===== src/rtl/alu8_arbiter.sv =====
// alu8_arbiter
// Shares one combinational alu8 datapath between two requesters.
// Each requester hands over (A, B, sel, cin) on a valid/ready handshake.
// Requests are granted round-robin and the operands are registered. The ALU
// is driven from those registers for one cycle, and the result comes back on
// a valid/ready response channel tagged with the requester ID.
//
// Ports:
//   clk, rst_n                 clock, synchronous active-low reset
//   req_valid[1:0]             per-requester request valid (index = ID)
//   req_ready[1:0]             per-requester accept (one-hot or zero)
//   reqN_a/_b/_sel/_cin        requester N operands, opcode, carry-in
//   alu_a/_b/_sel/_cin         registered operands to the external ALU
//   alu_y, alu_c               ALU result and carry
//   resp_valid/_ready          response handshake
//   resp_id/_y/_c/_err         response fields (held until accepted)
//   busy                       FSM not idle
//   op_count                   completed responses, wraps
module alu8_arbiter #(
  parameter int CNT_W = 16
) (
  input  logic             clk,
  input  logic             rst_n,
  input  logic [1:0]       req_valid,
  output logic [1:0]       req_ready,
  input  logic [7:0]       req0_a,
  input  logic [7:0]       req0_b,
  input  logic [3:0]       req0_sel,
  input  logic             req0_cin,
  input  logic [7:0]       req1_a,
  input  logic [7:0]       req1_b,
  input  logic [3:0]       req1_sel,
  input  logic             req1_cin,
  output logic [7:0]       alu_a,
  output logic [7:0]       alu_b,
  output logic [3:0]       alu_sel,
  output logic             alu_cin,
  input  logic [7:0]       alu_y,
  input  logic             alu_c,
  output logic             resp_valid,
  input  logic             resp_ready,
  output logic             resp_id,
  output logic [7:0]       resp_y,
  output logic             resp_c,
  output logic             resp_err,
  output logic             busy,
  output logic [CNT_W-1:0] op_count
);

  localparam logic [3:0] OP_ADD  = 4'd0;
  localparam logic [3:0] OP_SUB  = 4'd1;
  localparam logic [3:0] OP_LAST = 4'd8;

  typedef enum logic [1:0] {IDLE, EXEC, RESP} state_t;

  state_t           state_q, state_d;
  logic             prio_q, prio_d;
  logic [7:0]       a_q, a_d, b_q, b_d;
  logic [3:0]       sel_q, sel_d;
  logic             cin_q, cin_d;
  logic             id_q, id_d;
  logic [7:0]       resp_y_q, resp_y_d;
  logic             resp_c_q, resp_c_d;
  logic             resp_err_q, resp_err_d;
  logic             resp_id_q, resp_id_d;
  logic [CNT_W-1:0] cnt_q, cnt_d;

  // Request ports gathered into arrays so the selected requester can be indexed.
  logic [7:0] req_a   [2];
  logic [7:0] req_b   [2];
  logic [3:0] req_sel [2];
  logic       req_cin [2];

  assign req_a[0]   = req0_a;
  assign req_b[0]   = req0_b;
  assign req_sel[0] = req0_sel;
  assign req_cin[0] = req0_cin;
  assign req_a[1]   = req1_a;
  assign req_b[1]   = req1_b;
  assign req_sel[1] = req1_sel;
  assign req_cin[1] = req1_cin;

  logic any_valid;
  logic gnt_id;

  assign any_valid = |req_valid;
  // Contention goes to prio. Otherwise the single valid requester wins.
  assign gnt_id    = (&req_valid) ? prio_q : req_valid[1];

  // Ready is only ever raised toward a valid requester. So in IDLE, any_valid
  // is exactly the handshake condition for the granted requester.
  genvar gi;
  generate
    for (gi = 0; gi < 2; gi++) begin : g_ready
      assign req_ready[gi] = (state_q == IDLE) && req_valid[gi] && (gnt_id == 1'(gi));
    end
  endgenerate

  logic illegal_op;
  logic arith_op;

  assign illegal_op = (sel_q > OP_LAST);
  assign arith_op   = (sel_q == OP_ADD) || (sel_q == OP_SUB);

  always_comb begin
    state_d    = state_q;
    prio_d     = prio_q;
    a_d        = a_q;
    b_d        = b_q;
    sel_d      = sel_q;
    cin_d      = cin_q;
    id_d       = id_q;
    resp_y_d   = resp_y_q;
    resp_c_d   = resp_c_q;
    resp_err_d = resp_err_q;
    resp_id_d  = resp_id_q;
    cnt_d      = cnt_q;
    case (state_q)
      IDLE: begin
        if (any_valid) begin
          a_d     = req_a[gnt_id];
          b_d     = req_b[gnt_id];
          sel_d   = req_sel[gnt_id];
          cin_d   = req_cin[gnt_id];
          id_d    = gnt_id;
          prio_d  = ~gnt_id;
          state_d = EXEC;
        end
      end
      EXEC: begin
        resp_id_d = id_q;
        if (illegal_op) begin
          resp_y_d   = 8'h00;
          resp_c_d   = 1'b0;
          resp_err_d = 1'b1;
        end else begin
          resp_y_d   = alu_y;
          // The ALU leaves C stale for logic ops, so it is masked.
          resp_c_d   = arith_op ? alu_c : 1'b0;
          resp_err_d = 1'b0;
        end
        state_d = RESP;
      end
      RESP: begin
        if (resp_ready) begin
          cnt_d   = cnt_q + CNT_W'(1);
          state_d = IDLE;
        end
      end
      default: state_d = IDLE;
    endcase
  end

  always_ff @(posedge clk) begin
    if (!rst_n) begin
      state_q    <= IDLE;
      prio_q     <= 1'b0;
      a_q        <= '0;
      b_q        <= '0;
      sel_q      <= '0;
      cin_q      <= 1'b0;
      id_q       <= 1'b0;
      resp_y_q   <= '0;
      resp_c_q   <= 1'b0;
      resp_err_q <= 1'b0;
      resp_id_q  <= 1'b0;
      cnt_q      <= '0;
    end else begin
      state_q    <= state_d;
      prio_q     <= prio_d;
      a_q        <= a_d;
      b_q        <= b_d;
      sel_q      <= sel_d;
      cin_q      <= cin_d;
      id_q       <= id_d;
      resp_y_q   <= resp_y_d;
      resp_c_q   <= resp_c_d;
      resp_err_q <= resp_err_d;
      resp_id_q  <= resp_id_d;
      cnt_q      <= cnt_d;
    end
  end

  assign alu_a      = a_q;
  assign alu_b      = b_q;
  assign alu_sel    = sel_q;
  assign alu_cin    = cin_q;
  assign resp_valid = (state_q == RESP);
  assign resp_id    = resp_id_q;
  assign resp_y     = resp_y_q;
  assign resp_c     = resp_c_q;
  assign resp_err   = resp_err_q;
  assign busy       = (state_q != IDLE);
  assign op_count   = cnt_q;

endmodule


===== config.mk =====
export PLATFORM = sky130hd
export DESIGN_NAME = alu8_arbiter
export DESIGN_NICKNAME = d
export VERILOG_FILES = /design/src/rtl/alu8_arbiter.sv
export SDC_FILE = /design/constraint.sdc
export NUM_CORES = 1
export LEC_CHECK = 0
export BUFFER_PORTS_ARGS = -buffer_cell sky130_fd_sc_hd__buf_2
export CAP_MARGIN = 20
export CORE_ASPECT_RATIO = 1.4
export CORE_MARGIN = 2
export CORE_UTILIZATION = 48
export DETAILED_ROUTE_END_ITERATION = 10
export GPL_TIMING_DRIVEN = 0
export PLACE_DENSITY = 0.84
export REMOVE_ABC_BUFFERS = 1
export SLEW_MARGIN = 10
export SYNTH_ARGS = -nofsm -noshare
export SYNTH_HDL_FRONTEND = slang
export SYNTH_SLANG_ARGS = --single-unit

===== constraint.sdc =====
create_clock -name clk -period 2.8 [get_ports clk]
set_input_delay 0.56 -clock clk [delete_from_list [all_inputs] [get_ports clk]]
set_output_delay 0.56 -clock clk [all_outputs]
set_load 0.005 [all_outputs]

**Yosys cells after proc, flatten, opt, wreduce, memory -nomap -nowiden**

Cells that the tools add are included.

- Bitwise gates (word level): 2
- Reduce and logical (&&, ||, !) cells: 13
- Equality and inequality tests: 5
- Multiplexer cells: 20
- $add $sub $neg: 1
- $lt $le $gt $ge: 2

Operators with widths:

| operator | number |
|---|---|
| $mux 8 | 7 |
| $add 16x1->16 const B | 1 |
| $mux 4 | 3 |
| $reduce_and 2->1 | 4 |
| $mux 1 | 7 |
| $pmux 2 s3 | 1 |
| $eq 4x1->1 const B | 1 |
| $gt 4x4->1 const B | 1 |
| $logic_and 1x1->1 | 4 |
| $logic_not 4->1 | 1 |
| $mux 2 | 2 |
| $eq 2x1->1 const B | 1 |
| $eq 2x2->1 const B | 1 |
| $ge 2x2->1 const B | 1 |
| $logic_not 2->1 | 1 |
| $ne 2x1->1 const B | 1 |
| $ne 2x2->1 const B | 1 |
| $not 1->2 | 1 |
| $reduce_bool 2->1 | 1 |
| $reduce_or 2->1 | 1 |
| $logic_or 1x1->1 | 1 |
| $not 1->1 | 1 |

- Flip-flop bits (word level): 52
- Output and inout port bits: 52
- Logic and storage cells: 55
- Input bits: 56

**Longest topological paths before layout**

- Word-level depth: 6
- Mapped depth: 6
- Mapped depth without buffers: 5

**Least setup slack after synthesis**

OpenSTA, ideal clock, no wires.

- Path type: input to output
- From: input port req_valid[0]
- To: output port req_ready[1]
- Data arrival time: 1083 ps
- Stages: 3
- Path slack: 1157 ps
- Cells stage by stage: inv_1 -> o211a_1 -> clkbuf_1

- Word-level cells in the longest chain between the ends: 3

RTL lines:

| what | line | RTL |
|---|---|---|
| start, declared | 24 | `input logic [1:0] req_valid,` |
| $reduce_and 2->1 | 88 | `assign gnt_id = (&req_valid) ? prio_q : req_valid[1];` |
| $mux 1 | 88 |  |
| $logic_and 1x1->1 | 95 | `assign req_ready[gi] = (state_q == IDLE) && req_valid[gi] && (gnt_id == 1'(gi));` |
| end, declared | 25 | `output logic [1:0] req_ready,` |

No other way between the ends.

**Final worst setup path**

- From: register state_q[0]
- To: output port req_ready[0]

- Word-level cells in the longest chain between the ends: 3

RTL lines:

| what | line | RTL |
|---|---|---|
| start, declared | 56 | `state_t state_q, state_d;` |
| start signal, assigned | 169 | `state_q <= state_d;` |
| $logic_not 2->1 | 95 |  |
| $logic_and 1x1->1 (2 in a row) | 95 |  |

No other way between the ends.

==> flow_metrics.tcl <==
set metrics [dict create \
    seqCellArea_sq_um 1041 \
    synth-edff-count 0 \
    start_util_pct 50.27 \
    nets 387 \
    post-cts-setup-buffers 0 \
    ys_warn_count 0 \
    cts_buffer_depth 2 \
    clock-sinks 52 \
    synth.area.top_cells "dfxtp_1 49%, nor2_1 8.8%, mux2i_1 7.5%" \
    synth_cell_types 36 \
    fin_util_pct 65.47 \
    hp-class "flop to flop" \
    ys_ff_latch 52 \
    num_rows 28 \
    clk_pin_slew_ns 0.09 \
    tightest_slew_ns 0.9558 \
    cp_slowest_stage_delay_ns 0.66 \
    wirelength_mm 5.113 \
    synth_ff_type "dfxtp_1" \
    fin_crit_ns 2.428 \
    overflow 0 \
    grt_setup_unrepaired "false" \
    grt_max_degree 49 \
    timing_worst_setup_path_type "flop to primary output" \
    synth-async-reset-ratio_pct 0 \
    path_buf_inv 2 \
    met1_usage_pct 24.80 \
    stdcell_area_sq_um 2775 \
    gp_congestion 0.7997 \
    start_kind "flop" \
    synth_top_area_share_pct 48.85 \
    hold_slack_ns 0.4773 \
    finalHoldViolCount 0 \
    fmax_mhz 411.9 \
    slew_viol_final 0 \
    r2r_start "state_q[0]$_SDFFE_PN0P_" \
    r2r_cells 5 \
    fin_tns_setup_ns 0 \
    firstDrtPassIters 7 \
    ir_worst_vdd_mv 0.4147 \
    num_io_pins 108 \
    cap_violations 0 \
    rrSetupSlack_ns 1.06 \
    met3_usage_pct 5.296 \
    ant_nets 0 \
    drc 0 \
    netlist_instances 229 \
    place_ws_ns 0.5909 \
    cts.hold.buffers_added 0 \
    maxSlewHeadroom_pct 35.85 \
    areaGrowthSynthToFinish_pct 30.24 \
    synth_area_leader_cell "dfxtp_1" \
    met2_usage_pct 36.86 \
    grt.busiest_layer "met2" \
    grt_pass1_wl_mm 8.466 \
    wl_per_cell_um 13.11 \
    end_kind "primary output" \
    placed_area_sq_um 2686 \
    grt_pass1_vias 1960 \
    multi_input_area_sq_um 1012 \
    port_buffers 107 \
    ys_seq_area_share_pct 48.85 \
    coreArea_sq_um 4239 \
    critPathSlowestCell "a211oi_2" \
    powerDensity_nw_per_um2 532.8 \
    p_leak_nw 1.376 \
    syn_area_per_cell_sq_um 9.305 \
    place_hpwl_mm 3.844 \
    dieHeight_um 82.84 \
    holdPathEnd "op_count[15]$_SDFFE_PN0P_" \
    vias 2098 \
    drtIter0Drc 171 \
    outcome "complete, no violations" \
    drive_above_1_share_pct 36.67 \
    setup_slack_ns 0.3723 \
    clkLatencyLatePin_ns 0.30 \
    via_per_inst 5.379 \
    antenna_found_initial 0 \
    critPathTopFamily "compound AO/OA/AOI/OAI gates" \
    cts_tree "built" \
    timing.rr.end "alu_b[2]$_SDFFE_PN0P_" \
    path_cells "nor2_1, inv_1, a211oi_2, buf_2" \
    cts_buffers 5 \
    crit_fanout 13 \
    min-delay-start "op_count[15]$_SDFFE_PN0P_" \
    hold_depth 2 \
    htreeDepth 2 \
    cts_root_buf "clkbuf_8" \
    fin_worst_skew_ns 0.005125 \
    required_ns 2.24 \
    cts_resized 0 \
    grt_usage_pct 21.51 \
    period_share_pct 86.71 \
    antennaDiodeCount 0 \
    nFillCells 365 \
    finalSetupViolations 0 \
    worst-endpoint-arrival_ns 1.87 \
    dieArea_sq_um 4996 \
    die_x_um 60.31 \
    synth_area_sq_um 2131 \
]
## routing by layer
| metal | vias up | routed length, um |
|---|---|---|
| li1 | 1032 | - |
| met4 | 0 | 83 |
| met3 | 7 | 388 |
| met5 | - | 0 |
| met2 | 97 | 2627 |
| met1 | 962 | 2013 |
## synth_stat cells (2+ instances only)
library cell	count
a211oi_1	10
a21oi_1	6
a222oi_1	11
a22oi_1	8
buf_1	2
buf_2	2
clkbuf_1	10
dfxtp_1	52
inv_1	4
mux2i_1	16
nand2_1	7
nand2b_1	7
nand3_1	5
nand4_1	4
nor2_1	50
nor2b_1	2
nor3_1	4
nor4_1	4
o21ai_0	2
xnor2_1	6
xor2_1	2
## state kept, by name (all words and copies together) (netlist names)
register,flops
state_q,2
resp_id,1
id_q,1
resp_c,1
alu_b,8
alu_cin,1
resp_y,8
alu_sel,4
alu_a,8
op_count,16
resp_err,1
prio_q,1
## cell type report
| class | count | share of cell area [%] |
|---|---|---|
| inverters | 4 | 0.5410 |
| multi-input cells | 158 | 36.47 |
| well taps | 60 | 2.705 |
| repair buffers | 109 | 19.84 |
| flip-flops and latches | 52 | 37.51 |
| clock buffers | 5 | 2.480 |
| clock inverters | 2 | 0.4509 |
## placed cells by master (no fill, tap or decap), drive strengths merged, types with 6 or more instances in the layout
cell	Yosys	routed
mux2i	16	16
buf	5	109
dfxtp	52	52
a21oi	7	7
nand2b	7	7
a222oi	11	11
nor2	50	50
a211oi	11	11
nand2	8	8
a22oi	8	8
xnor2	6	6
## power breakdown
part / switching, W / internal (W)
logic: 0.000136 / 0.000123
registers: 0.0000289 / 0.000789
clock network: 0.000232 / 0.000170
total: 0.000398 / 0.00108
## worst register-to-register path: cells and delay by family (launching register included)
family / cells / cell delay (ns)
buf+inv: 1 / 0.11
compound gates: 2 / 0.89
flops: 1 / 0.35
simple gates: 2 / 0.33
## metrics by stage
| step | power (W) | cells |
|---|---|---|
| 2_1_floorplan | 0.0009683 | 214 |
| 3_3_place_gp | 0.001083 | 381 |
| 3_5_place_dp | 0.001092 | 382 |
| 4_1_cts | 0.001490 | 389 |
| 5_1_grt | 0.001557 | 390 |
| 6_report | 0.001479 | 390 |
## cells by family (layout without fill, tap and decap cells)
logic type / Yosys count / count (layout) / synth area share, %
xor+xnor: 8 / 8 / 3.288
buf+inv: 19 / 120 / 3.641
compound gates: 43 / 43 / 15.97
simple gates: 90 / 90 / 20.14
flops: 52 / 52 / 48.86
mux: 16 / 16 / 7.516
fa+ha+maj: 1 / 1 / 0.5871
## how the worst max path moves through the flow
stage	from	endpoint	slack (ns)	cells past startpoint
after floorplan	req_valid[0]	alu_a[0]$_SDFFE_PN0P_	0.61	4
after global placement	req_valid[0]	alu_a[0]$_SDFFE_PN0P_	0.20	5
after detailed placement	req_valid[0]	req_ready[0]	0.59	4
after CTS	state_q[0]$_SDFFE_PN0P_	req_ready[0]	0.40	4
after global routing	state_q[0]$_SDFFE_PN0P_	req_ready[0]	0.20	4
final	state_q[0]$_SDFFE_PN0P_	req_ready[0]	0.37	4
Note: power is estimated with default switching activity, not from simulation.
